==> src/rtl/alu_rs.sv <==
// -----------------------------------------------------------------------------
// alu_rs : reservation station and issue scheduler for the single-cycle ALU.
//
// Holds up to DEPTH dispatched ALU/compare operations. Busy operands are
// captured from the common data bus (CDB). At most one ready operation is
// issued per cycle into registered ALU operand/opcode lanes. The ALU result
// is then registered with its destination tag for CDB arbitration.
//
// Optional feature macro: ALU_RS_AGE_EN
//   defined   : age-ordered select (oldest-dispatched ready entry wins)
//   undefined : lowest-index ready entry wins, no age logic compiled
//
// Ports
//   clk_in, rst_in          clock (rising edge), async active-high reset
//   rdy_in                  global enable; low freezes every register
//   flush_in                mispredict flush; empties station and pipeline
//   disp_*                  dispatch request and operation payload
//   rs_full                 all entries valid; dispatch is refused
//   cdb_valid/tag/value     result broadcast used for operand wakeup
//   alu_type..alu_r2        registered inputs to the combinational ALU
//   alu_out                 combinational ALU result
//   res_valid/tag/value     registered result offered to the CDB
// -----------------------------------------------------------------------------
module alu_rs #(
  parameter int DEPTH = 4,
  parameter int TAG_W = 4
) (
  input  logic             clk_in,
  input  logic             rst_in,
  input  logic             rdy_in,
  input  logic             flush_in,
  input  logic             disp_valid,
  input  logic [1:0]       disp_type,
  input  logic [2:0]       disp_details,
  input  logic             disp_diff,
  input  logic [31:0]      disp_v1,
  input  logic [31:0]      disp_v2,
  input  logic             disp_q1_busy,
  input  logic             disp_q2_busy,
  input  logic [TAG_W-1:0] disp_q1,
  input  logic [TAG_W-1:0] disp_q2,
  input  logic [TAG_W-1:0] disp_dest,
  output logic             rs_full,
  input  logic             cdb_valid,
  input  logic [TAG_W-1:0] cdb_tag,
  input  logic [31:0]      cdb_value,
  output logic [1:0]       alu_type,
  output logic [2:0]       alu_details,
  output logic             alu_diff,
  output logic [31:0]      alu_r1,
  output logic [31:0]      alu_r2,
  input  logic [31:0]      alu_out,
  output logic             res_valid,
  output logic [TAG_W-1:0] res_tag,
  output logic [31:0]      res_value
);

  localparam int IDX_W = $clog2(DEPTH);

  // Entry storage
  logic [DEPTH-1:0] ent_valid;
  logic [DEPTH-1:0] ent_q1_busy;
  logic [DEPTH-1:0] ent_q2_busy;
  logic [DEPTH-1:0] ent_diff;
  logic [1:0]       ent_type    [DEPTH];
  logic [2:0]       ent_details [DEPTH];
  logic [31:0]      ent_v1      [DEPTH];
  logic [31:0]      ent_v2      [DEPTH];
  logic [TAG_W-1:0] ent_q1      [DEPTH];
  logic [TAG_W-1:0] ent_q2      [DEPTH];
  logic [TAG_W-1:0] ent_dest    [DEPTH];

  logic             issue_valid;
  logic [TAG_W-1:0] issue_tag;

  logic [DEPTH-1:0] ready;
  logic [DEPTH-1:0] pick_vec;
  logic             free_found;
  logic [IDX_W-1:0] free_idx;
  logic             sel_found;
  logic [IDX_W-1:0] sel_idx;
  logic             disp_fire;

  // Dispatch-time operand capture from a same-cycle CDB broadcast
  logic             d_q1_hit;
  logic             d_q2_hit;

  assign rs_full   = &ent_valid;
  assign disp_fire = disp_valid && !rs_full;
  assign ready     = ent_valid & ~ent_q1_busy & ~ent_q2_busy;
  assign d_q1_hit  = cdb_valid && disp_q1_busy && (cdb_tag == disp_q1);
  assign d_q2_hit  = cdb_valid && disp_q2_busy && (cdb_tag == disp_q2);

  // Lowest-index free entry receives the next dispatch.
  // NOTE: every always_comb output gets a default first so no latch is inferred.
  always_comb begin
    free_found = 1'b0;
    free_idx   = '0;
    for (int i = 0; i < DEPTH; i++) begin
      if (!ent_valid[i] && !free_found) begin
        free_found = 1'b1;
        free_idx   = IDX_W'(i);
      end
    end
  end

`ifdef ALU_RS_AGE_EN
  // older[j][i] set means entry j was dispatched before entry i. A new entry
  // clears its own row (older than nobody) and sets its column (everyone
  // still valid is older). Stale bits only concern invalid entries and are
  // masked by the ready vector.
  logic [DEPTH-1:0] older [DEPTH];

  always_comb begin
    pick_vec = '0;
    for (int i = 0; i < DEPTH; i++) begin
      pick_vec[i] = ready[i];
      for (int j = 0; j < DEPTH; j++) begin
        if (j != i && ready[j] && older[j][i]) pick_vec[i] = 1'b0;
      end
    end
  end

  always_ff @(posedge clk_in or posedge rst_in) begin
    if (rst_in) begin
      for (int i = 0; i < DEPTH; i++) older[i] <= '0;
    end else if (rdy_in) begin
      if (flush_in) begin
        for (int i = 0; i < DEPTH; i++) older[i] <= '0;
      end else if (disp_fire) begin
        for (int j = 0; j < DEPTH; j++) begin
          if (IDX_W'(j) != free_idx) begin
            older[free_idx][j] <= 1'b0;
            older[j][free_idx] <= 1'b1;
          end
        end
      end
    end
  end
`else
  assign pick_vec = ready;
`endif

  // Priority pick over the candidate vector (already unique when age-ordered)
  always_comb begin
    sel_found = 1'b0;
    sel_idx   = '0;
    for (int i = 0; i < DEPTH; i++) begin
      if (pick_vec[i] && !sel_found) begin
        sel_found = 1'b1;
        sel_idx   = IDX_W'(i);
      end
    end
  end

  // Entry payload. Only meaningful while the valid bit is set, so it carries
  // no reset.
  // NOTE: storage arrays are deliberately left unreset; the reset valid bits
  // qualify them, which keeps reset fan-out off the wide datapath.
  always_ff @(posedge clk_in) begin
    if (rdy_in) begin
      // Wakeup of already-resident entries
      for (int i = 0; i < DEPTH; i++) begin
        if (ent_valid[i] && cdb_valid) begin
          if (ent_q1_busy[i] && ent_q1[i] == cdb_tag) begin
            ent_v1[i]      <= cdb_value;
            ent_q1_busy[i] <= 1'b0;
          end
          if (ent_q2_busy[i] && ent_q2[i] == cdb_tag) begin
            ent_v2[i]      <= cdb_value;
            ent_q2_busy[i] <= 1'b0;
          end
        end
      end
      // Dispatch targets a free entry, so it never collides with wakeup above
      if (disp_fire) begin
        ent_type[free_idx]    <= disp_type;
        ent_details[free_idx] <= disp_details;
        ent_diff[free_idx]    <= disp_diff;
        ent_v1[free_idx]      <= d_q1_hit ? cdb_value : disp_v1;
        ent_v2[free_idx]      <= d_q2_hit ? cdb_value : disp_v2;
        ent_q1_busy[free_idx] <= disp_q1_busy && !d_q1_hit;
        ent_q2_busy[free_idx] <= disp_q2_busy && !d_q2_hit;
        ent_q1[free_idx]      <= disp_q1;
        ent_q2[free_idx]      <= disp_q2;
        ent_dest[free_idx]    <= disp_dest;
      end
    end
  end

  // Control state, issue lanes and result register.
  // NOTE: sequential state uses non-blocking assignments only, so every
  // register samples pre-edge values regardless of statement order.
  always_ff @(posedge clk_in or posedge rst_in) begin
    if (rst_in) begin
      ent_valid   <= '0;
      issue_valid <= 1'b0;
      issue_tag   <= '0;
      alu_type    <= '0;
      alu_details <= '0;
      alu_diff    <= 1'b0;
      alu_r1      <= '0;
      alu_r2      <= '0;
      res_valid   <= 1'b0;
      res_tag     <= '0;
      res_value   <= '0;
    end else if (rdy_in) begin
      if (flush_in) begin
        // alu_* lanes intentionally hold their last values
        ent_valid   <= '0;
        issue_valid <= 1'b0;
        res_valid   <= 1'b0;
      end else begin
        res_valid   <= issue_valid;
        res_tag     <= issue_tag;
        res_value   <= alu_out;
        issue_valid <= sel_found;
        if (sel_found) begin
          alu_type           <= ent_type[sel_idx];
          alu_details        <= ent_details[sel_idx];
          alu_diff           <= ent_diff[sel_idx];
          alu_r1             <= ent_v1[sel_idx];
          alu_r2             <= ent_v2[sel_idx];
          issue_tag          <= ent_dest[sel_idx];
          ent_valid[sel_idx] <= 1'b0;
        end
        // The issued entry is valid and the free entry is not: no overlap
        if (disp_fire) ent_valid[free_idx] <= 1'b1;
      end
    end
  end

endmodule

==> config.mk <==
export PLATFORM = sky130hd
export DESIGN_NAME = alu_rs
export DESIGN_NICKNAME = d
export VERILOG_FILES = /design/src/rtl/alu_rs.sv
export SDC_FILE = /design/constraint.sdc
export NUM_CORES = 1
export LEC_CHECK = 0
export ABC_CLOCK_PERIOD_IN_PS = 6900
export CORE_MARGIN = 1
export CORE_UTILIZATION = 60
export CTS_CLUSTER_DIAMETER = 60
export DETAILED_ROUTE_END_ITERATION = 8
export PLACE_DENSITY = 0.86
export SYNTH_ARGS = -nofsm -noshare
export SYNTH_HDL_FRONTEND = slang
export SYNTH_SLANG_ARGS = --single-unit
==> constraint.sdc <==
create_clock -name clk_in -period 6.9 [get_ports clk_in]
set_clock_uncertainty 0.1 [all_clocks]
set_input_delay 0.69 -clock clk_in [delete_from_list [all_inputs] [get_ports clk_in]]
set_output_delay 0.69 -clock clk_in [all_outputs]
set_load 0.02 [all_outputs]
==> impl_metrics.ini <==
[layout]
multi_input_area_mm2 = 0.007286
fill_cells = 2069
final_common_cell = edfxtp_1
synthToLayoutAreaGrowth_pct = 21.33
fin_nets = 1898
layout_common_cells = 336 x edfxtp_1, 265 x clkdlybuf4s50_1, 252 x mux2_2, 125 x nand2_1, 116 x dfrtp_1
drive_above_1_share_pct = 24.87
regArea_mm2 = 0.01299
final_core_util_pct = 74.62
final_cells = 2228

[clock_tree]
clk_latency_ns = 0.55
cts_tree = built
postCtsSetupRepairBufs = 0
clkTransAtPathRegs_ns = 0.06
cts_sinks = 452
cts_max_path_buffers = 3
h-tree-depth = 2
cts-buffers-inserted = 45
cts_resized = 0
ctsHoldBuffers = 0
root_buffer = clkbuf_16

[placement]
dp_hpwl_um = 33500
dp_cells = 2141
place_congestion = 0.8822
port_buffers = 265

[sta]
setup_violations = 0
whs_ns = 0.3637
fmax_mhz = 254.8
fin_crit_ns = 3.925
finalHoldViolations = 0
report.final.slew_viol_count = 0
slew_headroom_pct = 18.81
tns_ns = 0
rsz0062_at_grt = no
fin_crit_sh_pct = 56.88
worst_slew_pin_slew_ns = 1.215

[route]
drt_iter0_markers = 1726
route.final.wire_length_um = 57630
vias = 14695
routed_via_density = 6.596
drtAntennaViolNets = 0
routedWlPerCell_um = 25.87
drtPass1Iterations = 5
drc_errors = 0

[critical_path]
critical_path_arrival_ns = 4.11
start_kind = input port
worstPathMaxFanout = 32
endpoint_kind = register
required_ns = 7.08
crit_type = in2reg

[yosys]
ys_ff_latch = 452
syn_inst = 1530
ys_warn_count = 0
synth_cell_types = 41
synth_top_area_share_pct = 48.56
synth_area_leaders = edfxtp_1 49%, dfrtp_1 14%, mux2_2 14%
syn_area_mm2 = 0.02078
synthArstFlopShare_pct = 25.66
synth_edf_count = 336
synth.largest_area_cell = edfxtp_1
synthFlopType = edfxtp_1
ys_seq_area_share_pct = 62.53
avgSynthCellArea_um2 = 13.58
synth_nets = 1688

[run]
maxCapViolCount = 0

[global_route]
overflow = 0
grt_pass1_vias = 14912
grt_usage_pct = 32.33
grt_pass1_wl_um = 86680
grt_max_degree = 89
antenna_found_initial = 6

[status]
status = complete, no violations

[floorplanning]
num_rows = 67
core_mm2 = 0.03378
die_area_mm2 = 0.03538
ios = 266
initial_core_util_pct = 61.50
die_x_um = 188.1
die_h_um = 188.1

[pwr]
max-vdd-ir-drop_uv = 309.5
finalPower_w = 0.007607
powerDensity_mw_per_mm2 = 301.7
p_leak_nw = 8.904

[worst_hold_path]
worstHoldPathType = reg2reg
==> through the flow <==
stage | cell area, um^2 | worst slack, ns
3_5_place_dp | 23680 | 2.511
2_1_floorplan | 20780 | 3.038
6_report | 25210 | 2.975
3_3_place_gp | 23680 | 2.563
4_1_cts | 25200 | 3.048
5_1_grt | 25210 | 2.856
==> flip-flops by register name (all words and copies together), names as in the netlist, 3 cells and up <==
name,count
alu_details,3
ent_valid,4
ent_q2,16
ent_q1,16
alu_r1,32
ent_type,8
issue_tag,4
ent_q1_busy,4
ent_v2,128
ent_diff,4
ent_v1,128
ent_dest,16
ent_details,12
ent_q2_busy,4
res_value,32
res_tag,4
alu_r2,32
==> where the power goes <==
| group | internal, W | leakage, nW | total [W] | switching (W) |
|---|---|---|---|---|
| Sequential | 0.00325 | 4.43 | 0.00349 | 0.000238 |
| Clock | 0.00150 | 0.740 | 0.00249 | 0.000997 |
| Combinational | 0.000762 | 3.74 | 0.00162 | 0.000860 |
==> final timing paths <==
path / from / endpoint / slack (ns) / cells after the start
max: rdy_in / ent_v1[2][3] / 2.98 / 5
min: issue_tag[2] / res_tag[2] / 0.36 / 2
max reg2reg: ent_valid[2] / alu_details[0] / 3.19 / 6
min reg2reg: issue_tag[2] / res_tag[2] / 0.36 / 2
max in group asynchronous: rst_in / alu_type[0] / 4.81 / 3
min in group asynchronous: rst_in / alu_r1[6] / 0.47 / 2
==> Yosys cell counts (all sizes together) (10+ instances only) <==
cell,n
nand2,126
xnor2,10
mux2,256
dfrtp,116
o21ai,82
buf,59
nor2,88
nand3,11
o221ai,74
nor4,10
xor2,30
clkbuf,63
edfxtp,336
a21boi,73
a31o,73
a21oi,85
==> layer usage <==
layer / GRT usage, % / share of wire (%) / vias up
li1: - / - / 6251
met1: 42.03 / 38 / 7377
met2: 54.26 / 49 / 936
met3: 5.952 / 10 / 125
met4: 11.94 / 3.2 / 6
met5: 0 / 0.071 / -
==> layout make-up <==
| cell class | instances | area share (%) |
|---|---|---|
| Multi-Input combinational cell | 950 | 28.90 |
| Antenna cell | 3 | 0.02978 |
| Inverter | 6 | 0.1092 |
| Clock buffer | 78 | 5.604 |
| Sequential cell | 452 | 51.54 |
| Clock inverter | 6 | 0.4268 |
| Timing Repair Buffer | 285 | 11.17 |
| Tap cell | 448 | 2.224 |
==> critical path, stage by stage <==
cell             delay, ns
clkdlybuf4s50_1       0.84
inv_1                 0.55
or3_1                 0.60
nor2_4                0.96
mux2_2                0.43
==> cell families after synthesis <==
logic type,synth area share [%]
xor+xnor,1.686
simple gates,5.348
mux,13.87
buf+inv,3.222
compound gates,13.34
flops,62.53
No activity file was read; power rests on OpenSTA's default activity.
